`src/rtl/sqrt_float_dispatch.sv`:
```
// Operand FIFO, special-value bypass and start/done sequencer for the CORDIC float sqrt core.
// Optional core watchdog (adds out_timeout) enabled by defining SQRT_DISP_WDOG_EN.
`timescale 1ns/1ps
module sqrt_float_dispatch #(
  parameter int unsigned FIFO_DEPTH  = 4,
  parameter int unsigned WDOG_CYCLES = 64
) (
  input  logic        clk,
  input  logic        rst,
  input  logic        in_valid,
  output logic        in_ready,
  input  logic [31:0] in_data,
  output logic        core_start,
  output logic [31:0] core_u,
  input  logic [31:0] core_out,
  input  logic        core_done,
  input  logic        core_neg_flag,
  output logic        out_valid,
  input  logic        out_ready,
  output logic [31:0] out_data,
  output logic        out_invalid,
  output logic        out_bypass,
`ifdef SQRT_DISP_WDOG_EN
  output logic        out_timeout,
`endif
  output logic        busy
);

  localparam int unsigned AW = $clog2(FIFO_DEPTH);
  localparam logic [AW:0] DEPTH_C = FIFO_DEPTH[AW:0];
  localparam logic [31:0] QNAN    = 32'h7FC0_0000;
  localparam logic [31:0] PINF    = 32'h7F80_0000;

  typedef enum logic [2:0] {S_IDLE, S_CLASS, S_ISSUE, S_WAIT, S_HOLD} state_t;

  logic [31:0]   mem_q [FIFO_DEPTH];
  logic [AW-1:0] wr_ptr_q, rd_ptr_q;
  logic [AW:0]   cnt_q;
  logic          push, pop;

  state_t        state_q, state_d;
  logic [31:0]   op_q, op_d;
  logic [31:0]   core_u_q, core_u_d;
  logic [31:0]   out_data_q, out_data_d;
  logic          inv_q, inv_d;
  logic          byp_q, byp_d;

`ifdef SQRT_DISP_WDOG_EN
  localparam int unsigned WW = $clog2(WDOG_CYCLES + 1);
  localparam logic [WW-1:0] WDOG_LAST = WW'(WDOG_CYCLES - 1);
  logic [WW-1:0] wdog_q, wdog_d;
  logic          tmo_q, tmo_d;
`endif

  logic       op_s;
  logic [7:0] op_e;
  logic       op_f_nz;

  assign op_s    = op_q[31];
  assign op_e    = op_q[30:23];
  assign op_f_nz = |op_q[22:0];

  assign in_ready   = (cnt_q < DEPTH_C);
  assign push       = in_valid & in_ready;
  assign core_start = (state_q == S_ISSUE);
  assign out_valid  = (state_q == S_HOLD);
  assign busy       = (state_q != S_IDLE) || (cnt_q != '0);
  assign core_u     = core_u_q;
  assign out_data   = out_data_q;
  assign out_invalid = inv_q;
  assign out_bypass = byp_q;
`ifdef SQRT_DISP_WDOG_EN
  assign out_timeout = tmo_q;
`endif

  always_ff @(posedge clk) begin
    if (push) mem_q[wr_ptr_q] <= in_data;
  end

  always_ff @(posedge clk or negedge rst) begin
    if (!rst) begin
      wr_ptr_q <= '0;
      rd_ptr_q <= '0;
      cnt_q    <= '0;
    end else begin
      if (push) wr_ptr_q <= wr_ptr_q + 1'b1;
      if (pop)  rd_ptr_q <= rd_ptr_q + 1'b1;
      case ({push, pop})
        2'b10:   cnt_q <= cnt_q + 1'b1;
        2'b01:   cnt_q <= cnt_q - 1'b1;
        default: cnt_q <= cnt_q;
      endcase
    end
  end

  always_comb begin
    state_d    = state_q;
    op_d       = op_q;
    core_u_d   = core_u_q;
    out_data_d = out_data_q;
    inv_d      = inv_q;
    byp_d      = byp_q;
    pop        = 1'b0;
`ifdef SQRT_DISP_WDOG_EN
    wdog_d     = wdog_q;
    tmo_d      = tmo_q;
`endif
    case (state_q)
      S_IDLE: begin
        if (cnt_q != '0) begin
          pop     = 1'b1;
          op_d    = mem_q[rd_ptr_q];
          state_d = S_CLASS;
        end
      end
      S_CLASS: begin
        // Special operands never reach the core; their result is final here.
        state_d = S_HOLD;
        byp_d   = 1'b1;
        inv_d   = 1'b0;
`ifdef SQRT_DISP_WDOG_EN
        tmo_d   = 1'b0;
`endif
        if (op_e == 8'hFF) begin
          if (op_f_nz || op_s) begin
            out_data_d = QNAN;
            inv_d      = 1'b1;
          end else begin
            out_data_d = PINF;
          end
        end else if (op_e == 8'h00) begin
          out_data_d = {op_s, 31'b0};
        end else if (op_s) begin
          out_data_d = QNAN;
          inv_d      = 1'b1;
        end else begin
          byp_d      = byp_q;
          inv_d      = inv_q;
`ifdef SQRT_DISP_WDOG_EN
          tmo_d      = tmo_q;
`endif
          core_u_d   = op_q;
          state_d    = S_ISSUE;
        end
      end
      S_ISSUE: begin
`ifdef SQRT_DISP_WDOG_EN
        wdog_d  = '0;
`endif
        state_d = S_WAIT;
      end
      S_WAIT: begin
        if (core_done) begin
          out_data_d = core_out;
          inv_d      = core_neg_flag;
          byp_d      = 1'b0;
`ifdef SQRT_DISP_WDOG_EN
          tmo_d      = 1'b0;
`endif
          state_d    = S_HOLD;
        end
`ifdef SQRT_DISP_WDOG_EN
        // Counter reaches WDOG_CYCLES on this cycle: the WDOG_CYCLES-th WAIT cycle without done.
        else if (wdog_q == WDOG_LAST) begin
          out_data_d = QNAN;
          inv_d      = 1'b1;
          byp_d      = 1'b0;
          tmo_d      = 1'b1;
          state_d    = S_HOLD;
        end else begin
          wdog_d = wdog_q + 1'b1;
        end
`endif
      end
      S_HOLD: begin
        if (out_ready) state_d = S_IDLE;
      end
      default: state_d = S_IDLE;
    endcase
  end

  always_ff @(posedge clk or negedge rst) begin
    if (!rst) begin
      state_q    <= S_IDLE;
      op_q       <= '0;
      core_u_q   <= '0;
      out_data_q <= '0;
      inv_q      <= 1'b0;
      byp_q      <= 1'b0;
`ifdef SQRT_DISP_WDOG_EN
      wdog_q     <= '0;
      tmo_q      <= 1'b0;
`endif
    end else begin
      state_q    <= state_d;
      op_q       <= op_d;
      core_u_q   <= core_u_d;
      out_data_q <= out_data_d;
      inv_q      <= inv_d;
      byp_q      <= byp_d;
`ifdef SQRT_DISP_WDOG_EN
      wdog_q     <= wdog_d;
      tmo_q      <= tmo_d;
`endif
    end
  end

endmodule

```
`config.mk`:
```
export PLATFORM = sky130hd
export DESIGN_NAME = sqrt_float_dispatch
export DESIGN_NICKNAME = d
export VERILOG_FILES = /design/src/rtl/sqrt_float_dispatch.sv
export SDC_FILE = /design/constraint.sdc
export NUM_CORES = 1
export LEC_CHECK = 0
export CORE_UTILIZATION = 48
export DETAILED_ROUTE_END_ITERATION = 8
export HOLD_SLACK_MARGIN = 0.15
export PLACE_DENSITY_LB_ADDON = 0.05
export SKIP_LAST_GASP = 1
export SLEW_MARGIN = 20
export SYNTH_ARGS = -nofsm -noshare
export SYNTH_HDL_FRONTEND = slang
export SYNTH_SLANG_ARGS = --single-unit
```
`constraint.sdc`:
```
create_clock -name clk -period 2.7 [get_ports clk]
set_input_delay 0.675 -clock clk [delete_from_list [all_inputs] [get_ports clk]]
set_output_delay 0.675 -clock clk [all_outputs]
set_load 0.02 [all_outputs]
```
==> flow_summary_export.csv <==
group,metric,value,unit
outcome,status,"complete, no violations",
drt,routedWlPerCell,18.80,um
worst_setup_path,end_kind,"output pin",
logic_synthesis,syn_area_per_cell,17.19,sq um
global_routing,grt-ovfl-total,0,
sta,min_period,2.592,ns
logic_synthesis,synth_cell_types,38,
pwr,leakage,4.380,nW
sta,post-route-period-util,96.00,%
sta,hold_viol,0,
global_routing,grt_pass1_vias,5302,
global_routing,grt_use_total,18.57,%
drt,num_vias,5020,
logic_synthesis,synth_top_area_share,42.02,%
floorplanning,placementRows,50,
sta,relSlewSlack,56.54,%
logic_synthesis,synthTopCellsByArea,"edfxtp_1, dfrtp_1, mux4_2",
sta,worst_pin_slew,0.6520,ns
drt,dr.first_iter.drc_count,256,
logic_synthesis,synth_edf_count,128,
final_layout,final_common_cell,"clkdlybuf4s50_1",
pwr,powerDensity,1184,mW/mm^2
sta,rsz0062_at_grt,"no",
logic_synthesis,seq_area_frac_synth,71.30,%
clocking,cts.sinks,235,
logic_synthesis,synth_ff_type,"edfxtp_1",
logic_synthesis,yosys.area.top_type,"edfxtp_1",
clocking,clk_pin_slew,0.06,ns
clocking,htree_levels,1,
placed_design,hpwl,11.26,mm
worst_setup_path,r2r_setup_slack,0.43,ns
final_layout,postLayoutCellArea,0.01167,sq mm
logic_synthesis,synth_warnings,0,
sta,setup_tns,0,ns
clocking,clk_latency,0.51,ns
drt,ant_nets,0,
logic_synthesis,synth_area,0.009146,sq mm
final_layout,final_cell_mix,"clkdlybuf4s50_1, edfxtp_1, dfrtp_1",
floorplanning,io_pins,140,
global_routing,grt_max_degree,50,
clocking,post-cts-setup-buffers,0,
logic_synthesis,syn-num-nets,608,
final_layout,regArea,0.006523,sq mm
final_layout,area_delta_synth_final,27.61,%
drt,first_pass_iters,4,
drt,drc_errors,0,
clocking,numCtsBuffers,24,
floorplanning,die_w,140.0,um
sta,maxSlewViolCount,0,
placed_design,finalWeightedCongestion,0.7575,
sta,fmax,385.8,MHz
clocking,cts_buffer_depth,3,
global_routing,antenna_found_initial,0,
sta,setup_viol,0,
worst_setup_path,start_kind,"flop",
sta,fin_skew,0.01137,ns
logic_synthesis,ys_ff_latch,235,
placed_design,place_inst,894,
final_layout,multi_input_comb_area,0.002316,sq mm
floorplanning,core-area,0.01871,sq mm
worst_setup_path,crit_arrival,1.92,ns
floorplanning,die_area,0.01961,sq mm
logic_synthesis,syn_inst,532,
hold_path,hp-class,"in2async",
job,max-cap-violations,0,
final_layout,nNetsFinal,762,
logic_synthesis,synthArstFlopShare,45.53,%
placed_design,io_buffers,138,
worst_setup_path,critical_path_class,"reg2out",
drt,viasPerCell,5.352,
clocking,tritoncts,"built",
drt,finalWirelength,17.64,mm
floorplanning,start_util,48.90,%
clocking,cts_root_buf,"clkbuf_16",
final_layout,drive_gt1_share,22.44,%
final_layout,fillers,1381,
final_layout,fin_cells,938,
floorplanning,die_h,140.0,um
global_routing,grt_pass1_wl,28.43,mm
placed_design,placed_cell_area,0.01090,sq mm
final_layout,num_antenna_cells,0,
worst_setup_path,worst-path-max-fanout,9,
worst_setup_path,required,2.03,ns
pwr,peakVddDrop,0.6537,mV
repair_timing:
action                                  CTS  global route
endpoints found under the setup margin    1             0
hold buffers                              0             0
gates resized for setup                   1             0
metrics by stage:
| step | hold WS [ns] | total power (W) | utilization [%] | setup WS (ns) |
|---|---|---|---|---|
| final | 0.1974 | 0.01382 | 62.39 | 0.1080 |
| after global routing | 0.2321 | 0.01457 | 62.39 | 0.01146 |
| after CTS | 0.1965 | 0.01400 | 62.39 | 0.06727 |
| after detailed placement | 0.4893 | 0.01075 | 58.26 | 0.3329 |
| after global placement | 0.4897 | 0.01062 | 58.26 | 0.4035 |
| after floorplan | 0.3794 | 0.008752 | - | 0.3510 |
flip-flops by register name (all words and copies together) (netlist names), 2 cells and up:
name / count
wr_ptr_q: 2
out_data: 32
state_q: 3
cnt_q: 3
rd_ptr_q: 2
op_q: 32
core_u: 31
mem_q: 128
cell usage after synthesis (2+ instances only):
| cell | number |
|---|---|
| xor2_1 | 2 |
| o21ai_1 | 8 |
| nor2_1 | 7 |
| buf_4 | 4 |
| a2bb2oi_1 | 3 |
| clkbuf_1 | 15 |
| nand4_1 | 25 |
| mux4_2 | 32 |
| nand2_1 | 8 |
| nor3_1 | 2 |
| nor2b_1 | 2 |
| a21oi_1 | 11 |
| buf_6 | 4 |
| mux2_2 | 63 |
| nor4_1 | 8 |
| buf_2 | 7 |
| xnor2_1 | 4 |
| and2_1 | 5 |
| nor3b_1 | 2 |
| mux2i_1 | 10 |
| ha_1 | 5 |
| inv_1 | 40 |
| edfxtp_1 | 128 |
| o21ai_0 | 17 |
| dfrtp_1 | 107 |
worst paths after layout:
path                                   startpoint                        to  cells after the start
max                        state_q[1]$_DFFE_PN0P_                      busy                      3
min                                           rst  out_data[26]$_DFFE_PN0P_                      1
max reg2reg                  op_q[24]$_DFFE_PN0P_    core_u[20]$_DFFE_PN0P_                      7
min reg2reg                  cnt_q[0]$_DFFE_PN0P_      cnt_q[0]$_DFFE_PN0P_                      1
max in group asynchronous                     rst    core_u[20]$_DFFE_PN0P_                      2
min in group clk             cnt_q[0]$_DFFE_PN0P_      cnt_q[0]$_DFFE_PN0P_                      1
logic make-up after synthesis:
logic type,Yosys count,synth area share [%]
compound gates,42,2.517
flops,235,71.30
other cells,1,0.04100
buf+inv,70,3.461
mux,106,16.85
simple gates,66,4.350
xor+xnor,6,0.5746
fa+ha+maj,6,0.9029
report_power, final:
group          switching [W]  internal, W  total [W]
Combinational        0.00236      0.00264    0.00500
Sequential          0.000706      0.00491    0.00561
Clock                0.00130      0.00191    0.00321
Total                0.00436      0.00945     0.0138
routing by layer:
layer  wire length [um]  vias up  GRT usage (%)
li1                   -     2312              -
met1               7923     2537          25.21
met2               8610      153          31.34
met3                924       18          3.453
met4                181        0          4.222
met5                  0        -              0
area by class of cell:
| class | count | area share [%] |
|---|---|---|
| multi-input cells | 227 | 19.84 |
| clock buffers | 31 | 5.639 |
| flip-flops and latches | 235 | 55.89 |
| well taps | 234 | 2.509 |
| clock inverters | 13 | 0.9970 |
| inverters | 40 | 1.286 |
| repair buffers | 158 | 13.84 |
critical path, cell delays in order, from the launching register on:
cell and delay (ns):
dfrtp_1 0.47, nor3_1 0.30, nand2_1 0.09, clkdlybuf4s50_1 0.56
(Power assumes the default switching activity.)
==> RTL change (same flow settings) <==
Set the parameter `FIFO_DEPTH` to 2 (it was 4).
--- a/src/rtl/sqrt_float_dispatch.sv
+++ b/src/rtl/sqrt_float_dispatch.sv
@@ -2,7 +2,7 @@
 // Optional core watchdog (adds out_timeout) enabled by defining SQRT_DISP_WDOG_EN.
 `timescale 1ns/1ps
 module sqrt_float_dispatch #(
-  parameter int unsigned FIFO_DEPTH  = 4,
+  parameter int unsigned FIFO_DEPTH  = 2,
   parameter int unsigned WDOG_CYCLES = 64
 ) (
   input  logic        clk,
Behaviour: not the same (Yosys sat finds a counterexample within 4 cycles, from zero or initial values and one cycle with rst low).
==> RTL change against the original RTL <==
- final cell count decreased by 14%
- non-clock buffer count decreased by 3
- sequential cell count decreased by 67
- power decreased by 23%
- first-iteration DRC count decreased by 13%
- final area decreased by 25%
- clock power decreased by 26%
- area after synthesis decreased by 29%
- wire length decreased by 23%
- worst setup slack got worse by 0.014 ns
- highest routed layer unchanged
==> RTL change: results (changes against the original RTL) <==
Power and ir drop
  – Power Internal: 6990 uW (-26%)

Layout
  – Fraction of layout cells with a size suffix above 1: 13.3% (-9.2 points)
  – Fill cells: 1025 (-26%)
  – Max FFs per register: 64 (-50%)

Clock tree
  – Clk_lat worst skew: 0.42 ns (-0.09 ns)
  – TritonCTS Buffers: 17 (-29%)
  – Clock Path Buffers: 2 (-1)
  – # resized after CTS: 0 (-1)
  – H-tree depth: 4 (+3)

Worst setup path
  – Critical Path Fanout Max: 6 (-3)

Synthesis
  – Mux cell area share after synthesis: 11.9% (-5.0 points)
  – Xor/xnor share of the synthesized area: 0.674% (+0.10 points)
  – Post-synth top area cell: dfrtp_1
  – Mapped Nets: 543 (-11%)
  – Post-synthesis sequential area ratio: 69.7% (-1.6 points)
  – EDFF count, synth: 64 (-50%)
  – Post-synthesis compound-gate area fraction: 6.32% (+3.8 points)
  – Synth top area cells: dfrtp_1 40%, edfxtp_1 30%, mux2i_1 6.3%
  – Asr flop ratio synth: 61.9% (+16 points)

Placed design
  – Gpl congestion: 0.799 (+5.4%)
  – Post-DP HPWL: 9330 um (-17%)
  – Worst slack, placed: 0.522 ns (+0.189 ns)

STA
  – Rel. slew slack: 56.9% (+0.40 points)
  – Clock skew: 0.00834 ns (-0.00303 ns)

Outcome
  – Status: finished, final reports clean

Route
  – WL/cell: 16.9 um (-10%)
## RTL change: layer usage
| metal | wire [um] | track usage, % | vias to the layer above |
|---|---|---|---|
| met5 | 0 | 0 | - |
| met4 | 261 | 8.81 | 0 |
| met3 | 722 | 4.73 | 17 |
| met2 | 6620 | 33.4 | 138 |
| met1 | 6030 | 27.8 | 2098 |
| li1 | - | - | 1997 |
## RTL change: path summary, 6_finish.rpt
path,endpoint,slack (ns)
worst max register to register,core_u[17]$_DFFE_PN0P_,0.62
worst min-delay path,out_data[27]$_DFFE_PN0P_,0.20
max in group asynchronous,out_data[14]$_DFFE_PN0P_,1.88
min in group clk,core_u[9]$_DFFE_PN0P_,0.50
worst min register to register,core_u[9]$_DFFE_PN0P_,0.50
worst max-delay path,core_start,0.09
## RTL change: metrics by stage
stage | instances | power [uW]
after floorplan | 472 | 6620
after global placement | 776 | 8270
after detailed placement | 776 | 8400
after CTS | 808 | 10800
after global routing | 808 | 11300
final | 808 | 10700
## RTL change: final cells by class
class | instances | area share, %
Clock buffer | 17 | 4.88
Clock inverter | 15 | 1.84
Inverter | 36 | 1.55
Multi-Input combinational cell | 241 | 19.7
Sequential cell | 168 | 51.9
Tap cell | 176 | 2.53
Timing Repair Buffer | 155 | 17.6
## RTL change: cells by family (layout without fill, tap and decap cells)
| family | Yosys count | in the layout |
|---|---|---|
| flip-flops | 168 | 168 |
| AO/OA/AOI/OAI | 76 | 76 |
| AND/OR/NAND/NOR | 85 | 85 |
| other | 1 | 1 |
| multiplexers | 73 | 73 |
| XOR/XNOR | 5 | 5 |
| adder cells (fa/ha/maj) | 1 | 1 |
| buffers and inverters | 63 | 223 |
## RTL change: power by group through the flow
stage               Clock [uW]  Combinational (uW)  Sequential (uW)
floorplan                    0                1900             4720
global placement             0                3980             4290
detailed placement           0                4050             4340
CTS                       2430                4080             4300
global route              2540                4350             4420
finish                    2380                4030             4290
